## src/rtl/draw_engine.sv

```systemverilog
// draw_engine: pixel sequencer for a 160x120 VGA adapter. Streams one pixel
// per cycle for full-screen fills (background, win screen) and for the
// CAR_W x CAR_H car rectangle (draw or erase), then holds a per-command
// done flag until the command is released.
// Optional feature: define DRAW_ENGINE_CLIP_EN to suppress plotting of car
// pixels that fall off-screen; otherwise car pixels wrap around the screen.
module draw_engine #(
  parameter int unsigned CAR_W      = 8,
  parameter int unsigned CAR_H      = 4,
  parameter logic [2:0]  CAR_COLOUR = 3'b100
) (
  input  logic       clk,
  input  logic       rst,
  input  logic       draw_background,
  input  logic       erase_car,
  input  logic       draw_car,
  input  logic       draw_win_screen,
  input  logic [7:0] car_x,
  input  logic [6:0] car_y,
  output logic [7:0] x,
  output logic [6:0] y,
  output logic [2:0] colour,
  output logic       plot,
  output logic       done_background,
  output logic       done_erase,
  output logic       done_car,
  output logic       done_win
);

  localparam int unsigned CNT_W = 9;
  localparam logic [CNT_W-1:0] SCR_W      = 9'd160;
  localparam logic [CNT_W-1:0] SCR_H      = 9'd120;
  localparam logic [CNT_W-1:0] TRACK_TOP  = 9'd52;
  localparam logic [CNT_W-1:0] TRACK_BOT  = 9'd67;
  localparam logic [CNT_W-1:0] CAR_LAST_X = 9'(CAR_W - 1);
  localparam logic [CNT_W-1:0] CAR_LAST_Y = 9'(CAR_H - 1);
  localparam logic [2:0] COL_GRASS = 3'b010;
  localparam logic [2:0] COL_TRACK = 3'b000;
  localparam logic [2:0] COL_WIN   = 3'b110;

  typedef enum logic [1:0] {IDLE, DRAW, DONE} state_t;
  typedef enum logic [1:0] {CMD_BG, CMD_ERASE, CMD_CAR, CMD_WIN} cmd_t;

  typedef struct packed {
    logic [7:0] x;
    logic [6:0] y;
    logic [2:0] colour;
    logic       plot;
  } pix_t;

  state_t           state;
  cmd_t             cmd;
  logic [CNT_W-1:0] base_x, base_y;
  logic [CNT_W-1:0] off_x, off_y;
  logic [3:0]       done_q;

  cmd_t             sel_cmd;
  logic             any_cmd;
  logic             cmd_held;
  logic [CNT_W-1:0] last_x, last_y;
  logic             at_row_end, at_last;
  logic [CNT_W-1:0] nxt_off_x, nxt_off_y;
  logic [CNT_W-1:0] sel_base_x, sel_base_y;
  pix_t             start_pix, step_pix;

  function automatic logic is_full(input cmd_t c);
    return (c == CMD_BG) || (c == CMD_WIN);
  endfunction

  // Map an absolute 9-bit coordinate to an output pixel for command c.
  function automatic pix_t make_pix(input cmd_t c, input logic [CNT_W-1:0] px,
                                    input logic [CNT_W-1:0] py);
    pix_t             p;
    logic [CNT_W-1:0] ex, ey;
    ex     = px;
    ey     = py;
    p.plot = 1'b1;
    if (!is_full(c)) begin
`ifdef DRAW_ENGINE_CLIP_EN
      p.plot = (px < SCR_W) && (py < SCR_H);
`else
      // Car sums never reach twice the screen size, so one subtraction wraps.
      if (px >= SCR_W) ex = px - SCR_W;
      if (py >= SCR_H) ey = py - SCR_H;
`endif
    end
    p.x = ex[7:0];
    p.y = ey[6:0];
    case (c)
      CMD_WIN: p.colour = COL_WIN;
      CMD_CAR: p.colour = CAR_COLOUR;
      default: p.colour = (ey >= TRACK_TOP && ey <= TRACK_BOT) ? COL_TRACK : COL_GRASS;
    endcase
    return p;
  endfunction

  // Fixed-priority selection of the command to accept from IDLE.
  always_comb begin
    sel_cmd = CMD_CAR;
    if (draw_win_screen)      sel_cmd = CMD_WIN;
    else if (draw_background) sel_cmd = CMD_BG;
    else if (erase_car)       sel_cmd = CMD_ERASE;
  end

  assign any_cmd = draw_win_screen | draw_background | erase_car | draw_car;

  // Level of the command currently being serviced.
  always_comb begin
    cmd_held = 1'b0;
    case (cmd)
      CMD_BG:    cmd_held = draw_background;
      CMD_ERASE: cmd_held = erase_car;
      CMD_CAR:   cmd_held = draw_car;
      CMD_WIN:   cmd_held = draw_win_screen;
      default:   cmd_held = 1'b0;
    endcase
  end

  // Raster stepping of the offset counters within the active extent.
  always_comb begin
    last_x     = is_full(cmd) ? (SCR_W - 9'd1) : CAR_LAST_X;
    last_y     = is_full(cmd) ? (SCR_H - 9'd1) : CAR_LAST_Y;
    at_row_end = (off_x == last_x);
    at_last    = at_row_end && (off_y == last_y);
    nxt_off_x  = at_row_end ? '0 : off_x + 9'd1;
    nxt_off_y  = at_row_end ? off_y + 9'd1 : off_y;
    sel_base_x = is_full(sel_cmd) ? '0 : {1'b0, car_x};
    sel_base_y = is_full(sel_cmd) ? '0 : {2'b00, car_y};
    start_pix  = make_pix(sel_cmd, sel_base_x, sel_base_y);
    step_pix   = make_pix(cmd, base_x + nxt_off_x, base_y + nxt_off_y);
  end

  // Control FSM with registered pixel and done outputs.
  always_ff @(posedge clk or posedge rst) begin
    if (rst) begin
      state                 <= IDLE;
      cmd                   <= CMD_BG;
      base_x                <= '0;
      base_y                <= '0;
      off_x                 <= '0;
      off_y                 <= '0;
      {x, y, colour, plot}  <= '0;
      done_q                <= '0;
    end else begin
      case (state)
        IDLE: begin
          plot   <= 1'b0;
          done_q <= '0;
          if (any_cmd) begin
            cmd                  <= sel_cmd;
            base_x               <= sel_base_x;
            base_y               <= sel_base_y;
            off_x                <= '0;
            off_y                <= '0;
            {x, y, colour, plot} <= start_pix;
            state                <= DRAW;
          end
        end
        DRAW: begin
          if (!cmd_held) begin
            plot  <= 1'b0;
            state <= IDLE;
          end else if (at_last) begin
            plot   <= 1'b0;
            done_q <= 4'b0001 << cmd;
            state  <= DONE;
          end else begin
            off_x                <= nxt_off_x;
            off_y                <= nxt_off_y;
            {x, y, colour, plot} <= step_pix;
          end
        end
        DONE: begin
          plot <= 1'b0;
          if (!cmd_held) begin
            done_q <= '0;
            state  <= IDLE;
          end
        end
        default: begin
          plot   <= 1'b0;
          done_q <= '0;
          state  <= IDLE;
        end
      endcase
    end
  end

  assign done_background = done_q[0];
  assign done_erase      = done_q[1];
  assign done_car        = done_q[2];
  assign done_win        = done_q[3];

endmodule

```

## config.mk

```make
export PLATFORM = sky130hd
export DESIGN_NAME = draw_engine
export DESIGN_NICKNAME = d
export VERILOG_FILES = /design/src/rtl/draw_engine.sv
export SDC_FILE = /design/constraint.sdc
export NUM_CORES = 1
export LEC_CHECK = 0
export ABC_AREA = 1
export CAP_MARGIN = 10
export CORE_UTILIZATION = 50
export DETAILED_ROUTE_END_ITERATION = 12
export MAX_ROUTING_LAYER = met4
export PLACE_DENSITY = 0.71
export SLEW_MARGIN = 10
export SYNTH_ARGS = -nofsm -noshare
export SYNTH_HDL_FRONTEND = slang
export SYNTH_SLANG_ARGS = --single-unit
```

## constraint.sdc

```tcl
create_clock -name clk -period 4.25 [get_ports clk]
set_clock_uncertainty 0.1 [all_clocks]
set_input_delay 0.6375 -clock clk [delete_from_list [all_inputs] [get_ports clk]]
set_output_delay 0.6375 -clock clk [all_outputs]
set_load 0.005 [all_outputs]
```

==> flow_metrics.py, run 1 <==
metrics = {
    "status": {
        "status": "complete, no violations",
    },
    "critical_path": {
        "crit_path_end_kind": "flop",
        "crit_path_max_fanout": 6,
        "timing.rr.end": "colour[1]",
        "path_class": "reg2reg",
        "startpoint_type": "flop",
        "critPathMaxStageDelay_ns": 0.41,
        "cp.required_ns": 4.43,
        "r2r_start": "cmd[0]",
        "endpoint": "colour[1]",
        "ff2ff_path_depth": 28,
        "crit_start": "cmd[0]",
        "cp.arrival_ns": 4.14,
        "r2r_slack_ns": 0.29,
        "worst_path_max_delay_cell": "dfrtp_1",
    },
    "logic_synthesis": {
        "syn-cell-area_um2": 4370,
        "ys_warn_count": 0,
        "synth_edf_count": 0,
        "ys_ff_latch": 59,
        "synth_top_area_share_pct": 33.8,
        "syn_area_per_cell_um2": 7.22,
        "yosys.area.top_type": "dfrtp_1",
        "yosysSeqAreaShare_pct": 33.8,
        "synth_cell_types": 45,
        "syn_nets": 655,
        "async_reset_ff_share_pct": 100,
        "yosys-top-cells-area": "dfrtp_1 34%, nand2_1 13%, ha_1 7.7%",
        "netlist_instances": 605,
        "synth-main-ff-cell": "dfrtp_1",
    },
    "grt": {
        "antenna_found_initial": 0,
        "grt_pass1_wl_um": 18200,
        "gr-usage-all-layers_pct": 26.8,
        "grt_pass1_vias": 3800,
        "gr-total-overflow": 0,
        "grt_max_degree": 37,
    },
    "route": {
        "detail-route-antenna-nets": 0,
        "wirelength_um": 11100,
        "vias_per_cell": 5.31,
        "drc": 0,
        "vias": 4048,
        "first_pass_iters": 5,
        "post_drt_wl_per_cell_um": 14.5,
        "dr.first_iter.drc_count": 237,
    },
    "cells_and_area": {
        "antennaDiodeCount": 0,
        "ff_latch_area_um2": 1480,
        "fillers": 769,
        "finish.net_count": 702,
        "mostFrequentLayoutCell": "nand2_1",
        "drive_above_1_share_pct": 11.1,
        "area_growth_pct": 18.8,
        "finalNonFillerCells": 762,
        "multiInputGateArea_um2": 2540,
        "mostFrequentLayoutCells": "154 x nand2_1, 81 x inv_1, 59 x dfrtp_1",
        "finalInstanceArea_um2": 5190,
    },
    "sta": {
        "maxSlewHeadroom_pct": 49.5,
        "fin_crit_sh_pct": 93.3,
        "clock.fmax_ghz": 0.252,
        "worst_slew_pin_slew_ns": 0.757,
        "slew_violations": 0,
        "setup_violations": 0,
        "worst_slack_ns": 0.286,
        "rsz0062_at_grt": "false",
        "fin_crit_ns": 3.96,
        "hold_violations": 0,
        "whs_ns": 0.386,
    },
    "place": {
        "dp_slack_ns": -0.0520,
        "gp_congestion": 0.868,
        "dp.cells": 745,
        "dp_hpwl_um": 8270,
        "dpl_cell_area_um2": 4920,
        "port_buffers": 42,
    },
    "pwr": {
        "internal-power_mw": 1.60,
        "pwr-share-clk_pct": 17.8,
        "power.switching_mw": 1.31,
        "switching_share_pct": 45.0,
        "p_comb_share_pct": 53.5,
        "power.density_nw_per_um2": 560,
        "p_leak_nw": 2.58,
        "ir_drop_mv": 0.313,
        "seqPwrFrac_pct": 28.7,
    },
    "die": {
        "die_w_um": 95.5,
        "initial_utilization_pct": 52.4,
        "row_count": 33,
        "fp.dieArea_um2": 9120,
        "core_area_um2": 8340,
        "die_h_um": 95.5,
        "ios": 44,
    },
    "clock_tree": {
        "cts_buffers": 9,
        "cts_root_buf": "clkbuf_8",
        "cts_sinks": 59,
        "clk_pin_slew_ns": 0.08,
        "cts_tree": "built",
        "h-tree-depth": 3,
        "clock_path_buffers": 2,
        "clock_latency_ns": 0.34,
    },
    "job": {
        "max_cap_viol_count": 0,
    },
    "worst_hold_path": {
        "holdCritPathClass": "reg2reg",
    },
}
-- routing by layer --
layer  up-vias  track usage, %  wire (um)
met5         -               -          0
met4         0            6.22         96
met3        11            3.99        453
met2       110            39.6       4980
met1      1882            38.4       5550
li1       2045               -          -
-- worst max-delay path: cells and delay by family (launching register included) --
family / cells / cell delay (ns)
AO/OA/AOI/OAI: 1 / 0.11
XOR/XNOR: 2 / 0.31
adder cells (fa/ha/maj): 4 / 0.93
buffers and inverters: 6 / 0.59
flip-flops: 1 / 0.41
AND/OR/NAND/NOR: 15 / 1.43
-- per-stage QoR --
stage | TNS (ns) | utilization [%] | power [mW]
detailed placement | -0.0520 | 59.0 | 2.32
finish | 0 | 62.3 | 2.91
floorplan | 0 | - | 1.80
global placement | 0 | 59.0 | 2.30
global route | 0 | 62.3 | 3.13
CTS | 0 | 61.3 | 2.86
-- area by class of cell --
class	instances	area share, %
multi-input combinational	438	49.0
inverter	91	6.63
tap	105	2.53
clock inverter	7	1.33
sequential	59	28.4
timing repair buffer	53	9.69
clock buffer	9	2.39
-- Yosys cell counts, types with 2 or more instances --
master	count
buf_2	2
nor2_4	3
nand3_2	2
o22ai_1	12
nand2_4	8
o21bai_1	2
ha_1	27
clkbuf_1	11
a41oi_1	2
nand2_2	7
inv_1	86
a21oi_1	26
nor2_2	2
fa_1	2
o21ai_0	50
nor2_1	45
dfrtp_1	59
nand3b_1	5
nand3_1	35
o21ai_1	4
nor3_1	8
xnor2_1	4
nor4_1	2
nand4_1	8
inv_2	5
xor2_1	14
buf_4	2
o211ai_1	2
nand2_1	154
-- sequential cells by signal (all words and copies together), names as in the netlist, 2 cells and up --
signal  flops
base_x      8
base_y      7
cmd         2
colour      2
done_q      4
off_x       9
off_y       9
state       2
x           8
y           7
-- logic make-up after synthesis --
group / Yosys count / share of synthesized area, %
and+or+nand+nor: 282 / 29.8
adders and majority gates: 29 / 8.65
buffers and inverters: 108 / 9.82
other: 1 / 0.0858
AOI/OAI and AO/OA: 107 / 13.9
xor gates and xnor gates: 19 / 3.98
DFF: 59 / 33.8
-- how the worst min path moves through the flow --
stage	startpoint	end	slack [ns]	cells after the start
2_1_floorplan	base_y[5]	base_y[5]	0.36	2
3_3_place_gp	done_q[0]	done_q[0]	0.36	2
3_5_place_dp	x[7]	x[7]	0.36	2
4_1_cts	base_y[5]	base_y[5]	0.39	2
5_1_grt	y[3]	y[3]	0.41	2
6_report	x[7]	x[7]	0.39	2
-- power groups by stage --
stage	Sequential (mW)	Combinational (mW)	Clock (mW)
floorplan	0.830	0.967	0
global placement	0.837	1.46	0
detailed placement	0.838	1.49	0
CTS	0.834	1.50	0.526
global route	0.856	1.72	0.552
finish	0.835	1.56	0.518
-- what timing repair did --
action | CTS | global route
buffers inserted | 0 | 1
hold buffers | 0 | 0
pin swaps | 0 | 6
gates resized for setup | 1 | 16
endpoints found under the setup margin | 1 | 5
Note: power is estimated with default switching activity, not from simulation.
==> inputs of run 2 (changes only) <==
--- a/config.mk
+++ b/config.mk
@@ -6,12 +6,12 @@
 export NUM_CORES = 1
 export LEC_CHECK = 0
 export ABC_AREA = 1
+export ABC_CLOCK_PERIOD_IN_PS = 4250
 export CAP_MARGIN = 10
 export CORE_UTILIZATION = 50
 export DETAILED_ROUTE_END_ITERATION = 12
 export MAX_ROUTING_LAYER = met4
 export PLACE_DENSITY = 0.71
-export SLEW_MARGIN = 10
 export SYNTH_ARGS = -nofsm -noshare
 export SYNTH_HDL_FRONTEND = slang
 export SYNTH_SLANG_ARGS = --single-unit
==> results of run 2 <==
Final layout, timing and power as in run 1 (identical DEF).
